--- src/rtl/adder_share_arbiter.sv ---
// adder_share_arbiter
// Round-robin arbiter/sequencer that time-shares one external combinational
// WIDTH-bit adder among NUM_REQ requesters. A granted request loads the adder
// operand registers, the sum and carry are captured one cycle later, and the
// result is then offered with its requester ID on a valid/ready response channel.
// Optional feature macro: ADDER_SHARE_OVF_EN adds rsp_ovf_o, which reports
// two's-complement signed overflow of the captured sum.
module adder_share_arbiter #(
    parameter int NUM_REQ = 4,
    parameter int ID_W    = $clog2(NUM_REQ),
    parameter int WIDTH   = 32
) (
    input  logic                     clk_i,
    input  logic                     rst_i,
    input  logic [NUM_REQ-1:0]       req_valid_i,
    output logic [NUM_REQ-1:0]       req_ready_o,
    input  logic [NUM_REQ*WIDTH-1:0] req_a_i,
    input  logic [NUM_REQ*WIDTH-1:0] req_b_i,
    input  logic [NUM_REQ-1:0]       req_ci_i,
    output logic [WIDTH-1:0]         add_a_o,
    output logic [WIDTH-1:0]         add_b_o,
    output logic                     add_ci_o,
    input  logic [WIDTH-1:0]         add_s_i,
    input  logic                     add_co_i,
    output logic                     rsp_valid_o,
    input  logic                     rsp_ready_i,
    output logic [ID_W-1:0]          rsp_id_o,
    output logic [WIDTH-1:0]         rsp_sum_o,
    output logic                     rsp_co_o
`ifdef ADDER_SHARE_OVF_EN
    ,
    output logic                     rsp_ovf_o
`endif
);

    localparam logic [1:0]      ST_IDLE = 2'd0;
    localparam logic [1:0]      ST_BUSY = 2'd1;
    localparam logic [1:0]      ST_RESP = 2'd2;
    localparam logic [ID_W-1:0] PTR_RST = ID_W'(NUM_REQ - 1);

    logic [1:0]         state_r;
    logic [1:0]         next_state_s;
    logic [ID_W-1:0]    rr_ptr_r;
    logic               accept_en_s;
    logic [NUM_REQ-1:0] grant_s;
    logic [ID_W-1:0]    grant_id_s;
    logic               grant_any_s;
    logic [ID_W-1:0]    cand_s;
    logic               hit_s;
    logic               transfer_s;
    logic [WIDTH-1:0]   add_a_r;
    logic [WIDTH-1:0]   add_b_r;
    logic               add_ci_r;
    logic [ID_W-1:0]    id_r;
    logic [WIDTH-1:0]   sum_r;
    logic               co_r;
    logic               rsp_valid_r;

    // A new request may be taken when idle, or when the pending result leaves this cycle.
    assign accept_en_s = (state_r == ST_IDLE) || ((state_r == ST_RESP) && rsp_ready_i);

    // Round-robin search starting just after the last winner; reset suppresses grants.
    always_comb begin
        grant_s     = {NUM_REQ{1'b0}};
        grant_id_s  = {ID_W{1'b0}};
        grant_any_s = 1'b0;
        cand_s      = {ID_W{1'b0}};
        hit_s       = 1'b0;
        if (accept_en_s && !rst_i) begin
            for (int i = 0; i < NUM_REQ; i++) begin
                cand_s          = ID_W'((int'(rr_ptr_r) + 1 + i) % NUM_REQ);
                hit_s           = !grant_any_s && req_valid_i[cand_s];
                grant_s[cand_s] = grant_s[cand_s] | hit_s;
                grant_id_s      = hit_s ? cand_s : grant_id_s;
                grant_any_s     = grant_any_s | hit_s;
            end
        end else begin
            grant_s     = {NUM_REQ{1'b0}};
            grant_any_s = 1'b0;
        end
    end

    assign transfer_s = |(req_valid_i & grant_s);

    // Sequencer: one accept, one adder-settle cycle, then hold the response until taken.
    always_comb begin
        next_state_s = state_r;
        case (state_r)
            ST_IDLE: begin
                if (transfer_s) begin
                    next_state_s = ST_BUSY;
                end else begin
                    next_state_s = ST_IDLE;
                end
            end
            ST_BUSY: begin
                next_state_s = ST_RESP;
            end
            ST_RESP: begin
                if (rsp_ready_i && transfer_s) begin
                    next_state_s = ST_BUSY;
                end else if (rsp_ready_i) begin
                    next_state_s = ST_IDLE;
                end else begin
                    next_state_s = ST_RESP;
                end
            end
            default: begin
                next_state_s = ST_IDLE;
            end
        endcase
    end

    // Control state: FSM, round-robin pointer and response-valid flag.
    always_ff @(posedge clk_i or posedge rst_i) begin
        if (rst_i) begin
            state_r     <= ST_IDLE;
            rr_ptr_r    <= PTR_RST;
            rsp_valid_r <= 1'b0;
        end else begin
            state_r     <= next_state_s;
            rsp_valid_r <= (next_state_s == ST_RESP);
            if (transfer_s) begin
                rr_ptr_r <= grant_id_s;
            end else begin
                rr_ptr_r <= rr_ptr_r;
            end
        end
    end

    // Operand/ID capture on a transfer; operands otherwise hold so the adder input never glitches.
    always_ff @(posedge clk_i or posedge rst_i) begin
        if (rst_i) begin
            add_a_r  <= {WIDTH{1'b0}};
            add_b_r  <= {WIDTH{1'b0}};
            add_ci_r <= 1'b0;
            id_r     <= {ID_W{1'b0}};
        end else if (transfer_s) begin
            add_a_r  <= req_a_i[int'(grant_id_s) * WIDTH +: WIDTH];
            add_b_r  <= req_b_i[int'(grant_id_s) * WIDTH +: WIDTH];
            add_ci_r <= req_ci_i[grant_id_s];
            id_r     <= grant_id_s;
        end else begin
            add_a_r  <= add_a_r;
            add_b_r  <= add_b_r;
            add_ci_r <= add_ci_r;
            id_r     <= id_r;
        end
    end

    // Result capture in the settle cycle; held through the response phase.
    always_ff @(posedge clk_i or posedge rst_i) begin
        if (rst_i) begin
            sum_r <= {WIDTH{1'b0}};
            co_r  <= 1'b0;
        end else if (state_r == ST_BUSY) begin
            sum_r <= add_s_i;
            co_r  <= add_co_i;
        end else begin
            sum_r <= sum_r;
            co_r  <= co_r;
        end
    end

`ifdef ADDER_SHARE_OVF_EN
    logic ovf_r;

    // Signed overflow: like-signed operands producing a sum of the other sign.
    always_ff @(posedge clk_i or posedge rst_i) begin
        if (rst_i) begin
            ovf_r <= 1'b0;
        end else if (state_r == ST_BUSY) begin
            ovf_r <= (add_a_r[WIDTH-1] == add_b_r[WIDTH-1]) &&
                     (add_s_i[WIDTH-1] != add_a_r[WIDTH-1]);
        end else begin
            ovf_r <= ovf_r;
        end
    end

    assign rsp_ovf_o = ovf_r;
`endif

    assign req_ready_o = grant_s;
    assign add_a_o     = add_a_r;
    assign add_b_o     = add_b_r;
    assign add_ci_o    = add_ci_r;
    assign rsp_valid_o = rsp_valid_r;
    assign rsp_id_o    = id_r;
    assign rsp_sum_o   = sum_r;
    assign rsp_co_o    = co_r;

endmodule

--- config.mk ---
export PLATFORM = sky130hd
export DESIGN_NAME = adder_share_arbiter
export DESIGN_NICKNAME = d
export VERILOG_FILES = /design/src/rtl/adder_share_arbiter.sv
export SDC_FILE = /design/constraint.sdc
export NUM_CORES = 1
export LEC_CHECK = 0
export CORE_AREA = 2 2 159 161
export DETAILED_ROUTE_END_ITERATION = 8
export DIE_AREA = 0 0 161 163
export PLACE_DENSITY_LB_ADDON = 0.25
export RECOVER_POWER = 50
export SLEW_MARGIN = 20
export SYNTH_ARGS = -nofsm -noshare
export SYNTH_HDL_FRONTEND = slang
export SYNTH_SLANG_ARGS = --single-unit
--- constraint.sdc ---
create_clock -name clk_i -period 8.8 [get_ports clk_i]
set_input_delay 1.76 -clock clk_i [delete_from_list [all_inputs] [get_ports clk_i]]
set_output_delay 1.76 -clock clk_i [all_outputs]
set_load 0.1 [all_outputs]
==> flow_summary.toml <==
[yosys]
postSynth.asyncResetShare_pct = 100
synth_cell_types = 59
netlist_top_cells_area = "dfrtp_1 (35%), mux2i_1 (28%), mux2_4 (14%)"
synth.avg_cell_area_sq_um = 12.3
synth_area_sq_um = 7300
yosys.area.top_type = "dfrtp_1"
synth_top_cell_area_share_pct = 35.3
syn_nets = 896
synth-edff-count = 0
yosysSeqAreaShare_pct = 36.0
yosys_register_bits = 105
netlist_instances = 592
ys.flop_type = "dfrtp_1"
ys.warnings.count = 0

[clock_network]
cts_buffers = 9
clkTransAtPathRegs_ns = 0.08
cts_root_buffer = "clkbuf_16"
htree_levels = 3
postCtsResizedCells = 0
hold_buffers = 0
insertion_delay_ns = 0.35
cts_buffer_depth = 2
clock_sinks = 105
cts_setup_buffers = 0
tritoncts = "yes"

[run_status]
violations = "max-capacitance violations, max-slew violations"
status = "complete, but fails checks"

[sta]
finalHoldViolCount = 0
min_period_ns = 7.31
slew_violations = 108
max_freq_mhz = 137
worst_pin_slew_ns = 4.13
slew_headroom_pct = -176
finClkSkew_ns = 0.0143
finalSetupTns_ns = 0
finalSetupViolations = 0
period_share_pct = 83.0
fin_ws_ns = 1.49
grt_setup_unrepaired = "no"

[floorplan]
start_util_pct = 29.6
ios = 405
core-area_sq_um = 24700
rows = 58
fp.dieH_um = 163
die_width_um = 161
die-area_sq_um = 26200

[drt]
vias_per_cell = 4.70
drtPass1Iterations = 4
wl_met2_um = 12400
wl_met3_um = 1540
drt-wirelength-per-cell_um = 18.8
drc = 0
vias = 6110
ant_nets = 0
met1Wirelength_um = 10000
wirelength_um = 24500
highest_layer = "met4"
drt_iter0_drc = 214

[min_path]
hp-class = "reg2reg"

[final_layout]
drive_above_1_share_pct = 14.7
area_growth_pct = 62.1
antennaDiodeCount = 0
nets = 1270

[global_route]
grt_max_degree = 74
grt.total_usage_pct = 17.9
grt-ovfl-total = 0
antenna_found_initial = 0
grt_pass1_vias = 6164
grt_pass1_wl_um = 35900

[placement]
io_buffers = 404
pre_cts_slack_ns = 1.60
place.gp.congestion = 0.848
dp.final_hpwl_um = 18600

[worst_setup_path]
criticalPathCategory = "reg2out"
crit_fanout = 31
cp-start-kind = "register"
cp.required_ns = 7.04
endpoint_kind = "output port"
cp_data_arrival_time_ns = 5.55

[job]
max_cap_violations = 2
cells by family after synthesis:
logic type	Yosys count	share of synthesized area (%)
mux	310	48.2
flops	105	36.0
compound gates	65	6.22
buf+inv	57	4.87
simple gates	51	3.96
fa+ha+maj	4	0.686
critical path, cell delays in order (launching register included):
cell and delay (ns):
dfstp_2 0.95, clkinv_1 0.52, ha_1 0.73, mux2_2 0.45
and4_1 0.27, o32ai_1 0.30, o2bb2ai_1 0.18, nor2_4 0.21
o21ai_0 0.15, a21bo_2 0.21, a21oi_1 0.14, nor2_1 0.06
clkdlybuf4s50_1 1.00
final timing paths:
kind / from / to / slack, ns / cells past startpoint
setup / recovery: rr_ptr_r[0]$_DFFE_PP1N_ / req_ready_o[0] / 1.49 / 12
hold / removal: rsp_sum_o[0]$_DFFE_PP0N_ / rsp_sum_o[0]$_DFFE_PP0N_ / 0.50 / 1
setup reg to reg: rr_ptr_r[0]$_DFFE_PP1N_ / add_b_o[29]$_DFFE_PP0N_ / 3.33 / 12
hold reg to reg: rsp_sum_o[0]$_DFFE_PP0N_ / rsp_sum_o[0]$_DFFE_PP0N_ / 0.50 / 1
max in group asynchronous: rst_i / add_a_o[1]$_DFFE_PP0N_ / 2.02 / 3
min in group asynchronous: rst_i / rsp_sum_o[27]$_DFFE_PP0N_ / 2.27 / 2
through the flow:
stage | cell area [sq um] | util, % | hold slack (ns) | std cells
global route | 11800 | 48.0 | 0.514 | 1301
floorplan | 7300 | - | 0.490 | 592
CTS | 11800 | 48.0 | 0.510 | 1301
finish | 11800 | 48.0 | 0.503 | 1301
detailed placement | 11500 | 46.7 | 0.492 | 1285
global placement | 11500 | 46.7 | 0.487 | 1285
placed cells by master (no fill, tap or decap), types with 6 or more instances in the layout:
| cell type | n |
|---|---|
| mux2i_1 | 203 |
| o21ai_0 | 13 |
| clkdlybuf4s50_1 | 352 |
| buf_4 | 6 |
| mux2_2 | 36 |
| a21oi_1 | 12 |
| dfrtp_1 | 103 |
| mux2_4 | 69 |
| clkbuf_16 | 9 |
| dlygate4sd3_1 | 52 |
| nand2_1 | 7 |
| inv_1 | 6 |
| nor2_1 | 16 |
area by class of cell:
class	instances	area, sq um
Tap cell	330	413
Timing Repair Buffer	412	4110
Sequential cell	105	2630
Clock inverter	7	83.8
Clock buffer	9	225
Inverter	8	31.3
Fill cell	2315	12800
Multi-Input combinational cell	430	4340
sequential cells by signal, summed over array words and instances, names as in the netlist:
register	cells
add_a_o	32
add_b_o	32
add_ci_o	1
rr_ptr_r	2
rsp_co_o	1
rsp_id_o	2
rsp_sum_o	32
rsp_valid_o	1
state_r	2
metal layers:
metal	track usage [%]	vias to the layer above
li1	-	2955
met1	21.8	2890
met2	31.7	236
met3	4.00	29
met4	5.03	0
met5	0	-
Yosys cell counts, types with 2 or more instances:
cell type	n
a32oi_1	2
a311oi_1	4
nand3_1	2
ha_1	4
dfstp_2	2
buf_2	20
o21a_1	3
o22ai_1	3
nand2_1	7
o211ai_1	2
o21ai_0	13
inv_1	7
buf_6	11
mux2_2	36
and4_1	2
clkbuf_1	7
nor2_1	16
nand2b_1	3
a211oi_1	3
a22oi_1	2
buf_1	2
buf_4	5
a21oi_1	12
clkbuf_4	4
and3_1	2
mux2_4	69
dfrtp_1	103
nor2b_1	3
and2_1	2
mux2i_1	203
a2111oi_0	2
a31oi_1	5
nor3_1	5
Power is not shown: default switching activity piles up to over one toggle a cycle in this logic, so the estimate is an artifact.
